===== config.mk =====
export PLATFORM = sky130hd
export DESIGN_NAME = booth_divider
export DESIGN_NICKNAME = d
export VERILOG_FILES = /design/src/rtl/booth_div_pkg.sv /design/src/rtl/booth_divider_div_step.sv /design/src/rtl/booth_divider.sv
export SDC_FILE = /design/constraint.sdc
export NUM_CORES = 1
export LEC_CHECK = 0
export ABC_AREA = 1
export CAP_MARGIN = 20
export CORE_AREA = 10 10 91 93
export DETAILED_ROUTE_END_ITERATION = 8
export DIE_AREA = 0 0 101 103
export SLEW_MARGIN = 20
export SYNTH_ARGS = -nofsm -noshare
export SYNTH_HDL_FRONTEND = slang
export SYNTH_HIERARCHICAL = 1
export SYNTH_SLANG_ARGS = --single-unit

===== constraint.sdc =====
create_clock -name clk -period 4.4 [get_ports clk]
set_input_delay 0.66 -clock clk [delete_from_list [all_inputs] [get_ports clk]]
set_output_delay 0.66 -clock clk [all_outputs]
set_load 0.02 [all_outputs]

===== src/rtl/booth_div_pkg.sv =====
// Shared state encoding and default width for the signed sequential divider.
package booth_div_pkg;

    localparam int DEFAULT_WIDTH = 4;

    typedef enum logic [1:0] {
        S_IDLE = 2'd0,
        S_CALC = 2'd1,
        S_FIX  = 2'd2,
        S_DONE = 2'd3
    } state_t;

endpackage


===== src/rtl/booth_divider_div_step.sv =====
// One unsigned restoring-division iteration; purely combinational.
// The vacated shift-register LSB is left at 0 so the caller inserts qbit.
module div_step #(
    parameter int WIDTH = 4
) (
    input  logic [WIDTH:0]   prem,
    input  logic [WIDTH-1:0] shreg,
    input  logic [WIDTH-1:0] dmag,
    output logic [WIDTH:0]   prem_next,
    output logic [WIDTH-1:0] shreg_next,
    output logic             qbit
);

    logic [WIDTH:0] shifted;
    logic [WIDTH:0] trial;

    always_comb begin
        shifted    = (prem << 1) | {{WIDTH{1'b0}}, shreg[WIDTH-1]};
        trial      = shifted - {1'b0, dmag};
        // Sign bit of the trial result decides commit versus restore.
        qbit       = ~trial[WIDTH];
        prem_next  = qbit ? trial : shifted;
        shreg_next = shreg << 1;
    end

endmodule


===== src/rtl/booth_divider.sv =====
// Signed restoring divider: result and done appear WIDTH+2 edges after start.
// No backpressure; start is only honoured in IDLE or DONE.
module booth_divider
    import booth_div_pkg::*;
#(
    parameter  int WIDTH = DEFAULT_WIDTH,
    localparam int CW    = $clog2(WIDTH)
) (
    input  logic             clk,
    input  logic             reset,
    input  logic             start,
    input  logic [WIDTH-1:0] dividend,
    input  logic [WIDTH-1:0] divisor,
    output logic [WIDTH-1:0] quotient,
    output logic [WIDTH-1:0] remainder,
    output logic             busy,
    output logic             done,
    output logic             div_by_zero,
    output logic             overflow,
    output logic [CW-1:0]    count
);

    state_t           state;
    logic [WIDTH:0]   prem;
    logic [WIDTH-1:0] shreg;
    logic [WIDTH-1:0] dmag;
    logic [WIDTH-1:0] dvd_q;
    logic [WIDTH-1:0] dvs_q;

    logic [WIDTH:0]   prem_next;
    logic [WIDTH-1:0] shreg_next;
    logic             qbit;

    logic             neg_dvd;
    logic             neg_dvs;
    logic [WIDTH-1:0] min_neg;

    function automatic logic [WIDTH-1:0] mag(input logic [WIDTH-1:0] v);
        return v[WIDTH-1] ? -v : v;
    endfunction

    assign neg_dvd = dvd_q[WIDTH-1];
    assign neg_dvs = dvs_q[WIDTH-1];
    assign min_neg = {1'b1, {(WIDTH-1){1'b0}}};

    div_step #(.WIDTH(WIDTH)) u_step (
        .prem       (prem),
        .shreg      (shreg),
        .dmag       (dmag),
        .prem_next  (prem_next),
        .shreg_next (shreg_next),
        .qbit       (qbit)
    );

    always_ff @(posedge clk or posedge reset) begin
        if (reset) begin
            state       <= S_IDLE;
            prem        <= '0;
            shreg       <= '0;
            dmag        <= '0;
            dvd_q       <= '0;
            dvs_q       <= '0;
            quotient    <= '0;
            remainder   <= '0;
            busy        <= 1'b0;
            done        <= 1'b0;
            div_by_zero <= 1'b0;
            overflow    <= 1'b0;
            count       <= '0;
        end else begin
            case (state)
                S_IDLE, S_DONE: begin
                    if (start) begin
                        dvd_q <= dividend;
                        dvs_q <= divisor;
                        shreg <= mag(dividend);
                        dmag  <= mag(divisor);
                        prem  <= '0;
                        count <= '0;
                        busy  <= 1'b1;
                        done  <= 1'b0;
                        state <= S_CALC;
                    end
                end
                S_CALC: begin
                    prem  <= prem_next;
                    shreg <= shreg_next | WIDTH'(qbit);
                    if (count == CW'(WIDTH - 1)) begin
                        count <= '0;
                        state <= S_FIX;
                    end else begin
                        count <= count + 1'b1;
                    end
                end
                S_FIX: begin
                    // shreg now holds the magnitude quotient, prem the magnitude remainder.
                    if (dvs_q == '0) begin
                        quotient    <= '1;
                        remainder   <= dvd_q;
                        div_by_zero <= 1'b1;
                        overflow    <= 1'b0;
                    end else if (dvd_q == min_neg && dvs_q == '1) begin
                        quotient    <= min_neg;
                        remainder   <= '0;
                        div_by_zero <= 1'b0;
                        overflow    <= 1'b1;
                    end else begin
                        quotient    <= (neg_dvd ^ neg_dvs) ? -shreg : shreg;
                        remainder   <= neg_dvd ? -prem[WIDTH-1:0] : prem[WIDTH-1:0];
                        div_by_zero <= 1'b0;
                        overflow    <= 1'b0;
                    end
                    busy  <= 1'b0;
                    done  <= 1'b1;
                    count <= '0;
                    state <= S_DONE;
                end
                default: state <= S_IDLE;
            endcase
        end
    end

endmodule


Word-level counts from Yosys, hierarchy flattened --
Cells that the tools add are included.
Operators by class: reduce and logical (&&, ||, !) cells 10, shift-type cells 0, add/sub/neg operators 6, bitwise gates (word level) 4, magnitude comparators 0, muxes and demuxes 26, multipliers 0, div/mod/pow operators 0, equality and inequality tests 8
Operators with widths (number):
- 4-bit two-way mux | 11
- 4-bit negator | 4
- 4-bit one-hot mux with 2 select lines | 2
- 2-bit one-hot mux with 3 select lines | 2
- 4-bit == test, second input constant | 2
- 2-bit two-way mux | 4
- 2-bit AND reduction | 4
- 2-bit == test, second input constant | 3
- 1-bit two-way mux | 5
- 5-bit by 1-bit OR with 5-bit output | 1
- 5-bit by 4-bit subtractor with 5-bit output | 1
- 4-bit logical NOT | 1
- 2-bit != test, second input constant | 2
- 4-bit by 1-bit OR with 4-bit output | 1
- 1-bit one-hot mux with 2 select lines | 2
- 2-bit nonzero test | 2
- 2-bit by 1-bit adder with 2-bit output, second input constant | 1
- 2-bit by 1-bit == test with 1-bit output, second input constant | 1
- 2-bit logical NOT | 1
- 2-bit OR reduction | 1
- 1-bit logical AND | 1
- 1-bit NOT | 1
- 1-bit bitwise XOR | 1
Storage, ports and cells: memory bits (read-only) 0, bits in writable memories 0, bits in latches 0, register bits after elaboration 36, input bits 11, word-level logic and storage cells 67, memories kept 0

Logic depth before layout (Yosys ltp) --
Gate-level depths: netlist (run 1).
word-level depth 5, gate-level depth with buffers 13

Hierarchy --
The synthesis (run 1) kept the hierarchy.
By module, submodules not included:
- booth_divider | times used 1, seq. area each 900.9 um^2, area an instance 1843.0 um^2, cells an instance 219
- div_step | times used 1, seq. area each 0.0 um^2, area an instance 232.7 um^2, cells an instance 38

Worst setup path before layout (run 1) --
No wires, ideal clock.
kind flip-flop to flip-flop, start register shreg[3], end register prem[2], data required time 4273 ps, path buffers 0, library setup time 127 ps, setup slack 2359 ps, clock period less this slack 2041 ps, arrival 1915 ps, stages on the path, launching flop included 14, path through dfrtp_1 inv_1 ha_1 fa_1 inv_1 a21oi_1 o21bai_1 ha_1 inv_1 a21oi_1 o21ai_0 nand2_1 nand3_1 o21ai_0
On the way: word-level cells in the longest chain between the ends 4
RTL lines:
- from (decl) | line booth_divider.sv:25 | logic [WIDTH-1:0] shreg;
- from (signal assigned) | line booth_divider.sv:76 | shreg <= mag(dividend);
- from (signal assigned) | line booth_divider.sv:87 | shreg <= shreg_next | WIDTH'(qbit);
- 5-bit by 1-bit OR with 5-bit output | line booth_divider_div_step.sv:18 | shifted = (prem << 1) | {{WIDTH{1'b0}}, shreg[WIDTH-1]};
- 5-bit by 4-bit subtractor with 5-bit output | line booth_divider_div_step.sv:19 | trial = shifted - {1'b0, dmag};
- 4-bit two-way mux | line booth_divider_div_step.sv:22 | prem_next = qbit ? trial : shifted;
- net prem_next[2] | line booth_divider.sv:30 | logic [WIDTH:0] prem_next;
- 4-bit one-hot mux with 2 select lines | line booth_divider.sv:71 | case (state)
- to (signal assigned) | line booth_divider.sv:86 | prem <= prem_next;
- to (decl) | line booth_divider.sv:24 | logic [WIDTH:0] prem;
The timed path passes the listed nets, and every way through them passes these cells. A chain may end at the register's enable or synchronous reset.

Worst setup path in the final report (run 1) --
Ends and elaborated chain as after synthesis.

==> metrics, run 1 <==
Post-CTS Setup Inserts=0; DP Area=0.002311 sq mm; critical path launch point=shreg[3]$_DFFE_PP0P_; R2R Path Start=shreg[3]$_DFFE_PP0P_; initial drt markers=between 90 and 100; worst-path fanout max=7; Critical Path RT=4.55 ns; overall routing resource usage=about a tenth; Mapped Area=0.002038 sq mm; io pins=25; die height=approximately 100 um; first-pass GRT wire length=7.886 mm; Worst Path Arrival=between 2 and 3 ns; met3 global-route usage=roughly 2.6%; Hold Path Cell Cnt=2; Ys Warns=6; status=finished clean; crit path kind=flip-flop to flip-flop; Worst Clk Skew=0.006694 ns; WL per Instance=between 10 and 15 um; Finished Core Util=between 30% and 40%; die area=around 0.010 sq mm; Tcrit/Tclk final=53.84%; GRT met1 Usage=between 10% and 20%; vias in the first global route=between 1.5k and 2k; I/O Buffers=24; Worst-Skew Late Latency=0.28 ns; remaining global-route overflow=0; clk buf depth=2; Core ar.=between 0.006 and 0.007 sq mm; fillers=slightly below 700; hold path startpoint=dmag[2]$_DFFE_PP0P_; PwrDens=between 700 and 800 mW/mm^2; Critical Path End Type=flip-flop; clock slew seen by the registers of the worst setup and hold paths=0.07 ns; antenna violations before repair=0; CTS hold repair buffers=0; VDD IR-drop max=roughly 0.18 mV; Setup TNS Final=0 ns; slowest stage delay, CP=0.40 ns; Max Cap Viol=0; Vias per Instance=4.565; final WL=between 4 and 5 mm; Syn Nets=between 200 and 300; row count=30; startpoint type of the worst setup path=flip-flop; number of antenna diodes=0; fin. max-slew vios=0; Syn Area/Cell=just over 8 sq um; fin crit period=~2.4 ns; Worst R2R Path Depth=13; Layout Nets=~300; RSZ-0062 raised after global routing=false; final instance area=0.002399 sq mm; Hold WC Path Type=flip-flop to flip-flop; RePlAce Congestion=between 0.8 and 0.9; Slowest-stage cell, CP=dfrtp_1; Final Hold Vio Count=0; met2 usage=~14%; post-DP HPWL=3.423 mm; FMAX=422.1 MHz; Die X=a little over 100 um; routed via count=~1.6k; Worst path most repeated cell=inv_1; pin count of the biggest net entering global routing=36; Hold EP=dmag[2]$_DFFE_PP0P_; Layout area overhead=17.68%; crit-path cells=inv_1 -> ha_1 -> fa_1 -> inv_1 -> a21oi_1 -> o21bai_1 -> ha_1 -> inv_1 -> a21oi_1 -> o21ai_0 -> nand2_1 -> nand3_1 -> o21ai_0; CTS buffer count=5; Most Used Layer, Global Route=met2; cells after synthesis=253; Pwr Total=between 0.0015 and 0.002 W; H-tree levels=2; fraction of final layout cells with drive strength greater than 1=8.696%; First-pass DRT Iterations=4; flop-to-flop setup slack=a little over 2 ns; TritonCTS clock tree=yes; Pleak=1.175 nW; Routed Antenna Nets=0; Initial Util=a little over 30%; CTS resizes=0; final routed DRC violation total=0; Critical R2R Capture=prem[2]$_DFFE_PP0P_; clock sink count=35; Clk Tree Root Cell=clkbuf_8; Final Setup Violations=0
[per-stage QoR]
stage	std cells	hold WS [ns]	setup WS, ns
after CTS	356	0.4938	2.071
after detailed placement	349	0.4764	2.137
after floorplan	253	0.4530	2.359
after global routing	356	0.5234	1.838
final	356	0.4891	2.031
after global placement	349	0.4656	2.221
[registers in the layout, summed over array words and instances (netlist names)]
register / cells
dmag: 4
dvs_q: 3
state: 2
overflow: 1
shreg: 4
remainder: 4
quotient: 4
busy: 1
done: 1
div_by_zero: 1
dvd_q: 4
prem: 4
count: 2
[worst max path at each step]
stage | depth (start not counted) | endpoint
after floorplan | 13 | prem[2]$_DFFE_PP0P_
after global placement | 13 | prem[2]$_DFFE_PP0P_
after detailed placement | 13 | prem[2]$_DFFE_PP0P_
after CTS | 13 | prem[2]$_DFFE_PP0P_
after global routing | 13 | prem[2]$_DFFE_PP0P_
final | 13 | prem[2]$_DFFE_PP0P_
[worst max-delay path: cells and delay by family, from the launching register on]
family | cells | cell delay, ns
buffers and inverters | 3 | 0.34
flip-flops | 1 | 0.40
AO/OA/AOI/OAI | 5 | 0.45
AND/OR/NAND/NOR | 2 | 0.16
adder cells (fa/ha/maj) | 3 | 0.87
[layer usage]
layer / up-vias / routed length [um]
met1: 740 / 2092
met3: 4 / 219
li1: 851 / -
met4: 0 / 71
met2: 30 / 2018
met5: - / 0
[final cells by class]
type	count	area, sq um	share of cell area, %
multi-input combinational	169	934.6	38.97
sequential	35	875.8	36.52
timing repair buffer	25	247.7	10.33
inverter	40	152.6	6.364
tap	80	100.1	4.173
clock buffer	6	82.58	3.443
clock inverter	1	5.005	0.2087
[power breakdown]
| part | internal, W | switching, W |
|---|---|---|
| logic | 0.000379 | 0.000621 |
| registers | 0.000467 | 0.000102 |
| clock network | 0.000123 | 0.000110 |
[cell usage in the layout (no fill, tap or decap), drive strengths merged]
cell type,count
o21a,1
nor3,2
clkdlybuf4s50,24
conb,1
a21oi,12
nand2,53
dfrtp,35
nand3,20
fa,1
o21bai,2
clkinv,2
o21ai,33
xor2,3
inv,39
nor2,24
buf,1
nand4,1
a21boi,1
clkbuf,6
o22ai,2
ha,13
No activity file was read; power rests on OpenSTA's default activity.
==> inputs of run 2 (changes only) <==
- clock period: 4.4 -> 2.03 ns (I/O delays scaled with it)
==> run 2 against run 1 <==
Effect of this change: the flow now finishes with violations (negative setup slack); register-to-register slack got worse by 2.1 ns; cell count increased by 3.1%; power increased by 140%; clock skew decreased by 0.0035 ns; clock-buffer cell count decreased by 1; critical path depth unchanged; clock power increased by 110%; sequential share of layout area decreased by 1.6 points; first-iteration DRC count increased by 14%; fmax increased by 14%; critical endpoint unchanged; largest cell class unchanged; largest power group unchanged.
==> metrics, run 2 (synthesis gave the netlist of run 1 again) <==
Core ar.=0.006569 sq mm (unchanged); flop-to-flop setup slack=-0.05 ns (was 2.03 ns); placed cells=358 (was 349); most common cell after layout, fill and taps aside=nand2_1 (unchanged); row count=30 (unchanged); Tcrit/Tclk final=102.6% (was 53.84%); Layout area overhead=22.90% (was 17.68%); vias in the first global route=1759 (was 1653); RePlAce Congestion=0.8581 (was 0.8692); RSZ-0062 raised after global routing=true (was false); status=finished, violations left (was finished clean); Vias per Instance=4.627 (was 4.565); Worst Clk Skew=0.003153 ns (was 0.006694 ns); Max Cap Viol=0 (unchanged); fin crit period=2.083 ns (was 2.369 ns); Worst R2R Path Depth=13 (unchanged); Critical R2R Capture=prem[2]$_DFFE_PP0P_ (unchanged); clock sink count=35 (unchanged); multi-input logic area=958.4 sq um (was 934.6 sq um); startpoint type of the worst setup path=flip-flop (unchanged); most frequent cells in the layout=nand2_1, inv_1, dfrtp_1 (unchanged); clk buf depth=2 (unchanged); CTS buffer count=5 (unchanged); fillers=679 (was 676); pin count of the biggest net entering global routing=36 (unchanged); Final Setup Violations=3 (was 0); final WL=4.748 mm (was 4.401 mm); DP Area=0.002379 sq mm (was 0.002311 sq mm); CP endpoint=prem[2]$_DFFE_PP0P_ (unchanged); FMAX=480.0 MHz (was 422.1 MHz); Pwr Total=0.004266 W (was 0.001801 W); Final Hold Vio Count=0 (unchanged); overall routing resource usage=9.682% (was 9.509%); Worst Path Arrival=2.26 ns (was 2.52 ns); FF+latch area=875.8 sq um (unchanged); Die X=101 um (unchanged); TritonCTS clock tree=yes (unchanged); io pins=25 (unchanged); Worst-Skew Late Latency=0.28 ns (about the same); Place WS=-0.08008 ns (was 2.137 ns); WL per Instance=12.94 um (was 12.36 um); critical path launch point=shreg[3]$_DFFE_PP0P_ (unchanged); die area=0.01040 sq mm (unchanged); fraction of final layout cells with drive strength greater than 1=14.63% (was 8.696%); Initial Util=31.03% (unchanged); Finished Core Util=38.13% (was 36.51%); clock slew seen by the registers of the worst setup and hold paths=0.07 ns (about the same); antenna violations before repair=0 (unchanged); H-tree levels=2 (unchanged); final routed DRC violation total=0 (unchanged); First-pass DRT Iterations=4 (unchanged); number of antenna diodes=0 (unchanged); die height=103 um (unchanged); first-pass GRT wire length=8.073 mm (was 7.886 mm); Clk Tree Root Cell=clkbuf_8 (unchanged); worst-path fanout max=7 (unchanged); remaining global-route overflow=0 (unchanged); crit path kind=flip-flop to flip-flop (unchanged); R2R Path Start=shreg[3]$_DFFE_PP0P_ (unchanged); Critical Path RT=2.20 ns (was 4.55 ns); Finished Layout Cells=367 (was 356); initial drt markers=109 (was 96); failing checks=negative setup slack; post-DP HPWL=3.594 mm (was 3.423 mm); VDD IR-drop max=0.5217 mV (was 0.1792 mV); Routed Antenna Nets=0 (unchanged); routed via count=1698 (was 1625); Critical Path End Type=flip-flop (unchanged); Pleak=1.226 nW (was 1.175 nW); Layout Nets=313 (was 301); I/O Buffers=24 (unchanged); Final WS setup=-0.05324 ns (was 2.031 ns); final instance area=0.002505 sq mm (was 0.002399 sq mm); PwrDens=1703 mW/mm^2 (was 750.9 mW/mm^2); Hold WC Path Type=primary input to async pin (was flip-flop to flip-flop); fin. max-slew vios=0 (unchanged)
[run 2: cell count changes in the layout (fill, tap and decap cells not counted), sizes merged]
cell / change
clkinv: -1
clkinvlp: +1
clkbuf: -1
buf: +12
[run 2: worst min path at each step]
stage	from	end	slack, ns	depth (start not counted)
4_1_cts	reset	dvd_q[2]$_DFFE_PP0P_	0.45	3
5_1_grt	reset	shreg[1]$_DFFE_PP0P_	0.52	3
6_report	reset	count[0]$_DFFE_PP0P_	0.42	3
3_5_place_dp	dvd_q[0]$_DFFE_PP0P_	dvd_q[0]$_DFFE_PP0P_	0.47	2
2_1_floorplan	dividend[2]	dvd_q[2]$_DFFE_PP0P_	0.43	2
3_3_place_gp	div_by_zero$_DFFE_PP0P_	div_by_zero$_DFFE_PP0P_	0.47	2
[run 2: report_power, final]
part	switching, W	total (W)	internal, W
Combinational	0.00150	0.00257	0.00107
Clock	0.000248	0.000476	0.000228
Sequential	0.000209	0.00122	0.00101
Total	0.00195	0.00427	0.00231
[run 2: per-stage QoR]
stage	hold slack (ns)	TNS (ns)
global placement	0.4669	0
detailed placement	0.4727	-0.08326
CTS	0.4479	0
finish	0.4158	-0.07615
global route	0.5197	-0.6073
floorplan	0.4255	0
[run 2: timing repair]
item / CTS / global route
hold buffers: 0 / 0
endpoints found under the hold margin: 0 / 0
pin swaps: 1 / 4
endpoints found under the setup margin: 3 / 4
buffers inserted: 0 / 3
resized for setup: 5 / 8
[run 2: layout make-up]
type	instances	share of cell area, %
Multi-Input combinational cell	169	38.26
Sequential cell	35	34.97
Timing Repair Buffer	37	13.64
Inverter	40	6.094
Tap cell	80	3.996
Clock buffer	5	2.747
Clock inverter	1	0.2997
[run 2: metal layers]
layer	vias to the layer above	GRT usage [%]	wire length, um
li1	873	-	-
met1	791	11.23	2167
met2	29	16.81	2333
met3	5	2.681	183
met4	0	3.215	63
met5	-	0	0
[run 2: worst max-delay path, cell delays in order (launching register included)]
cell and delay, ns:
dfrtp_1 0.36, inv_1 0.05, ha_2 0.19, fa_2 0.35, inv_2 0.09, a21oi_2 0.05, o21bai_1 0.14, ha_1 0.29
inv_2 0.13, a21oi_1 0.05, o21ai_1 0.08, nand2_1 0.06, nand3_1 0.07, o21ai_1 0.06
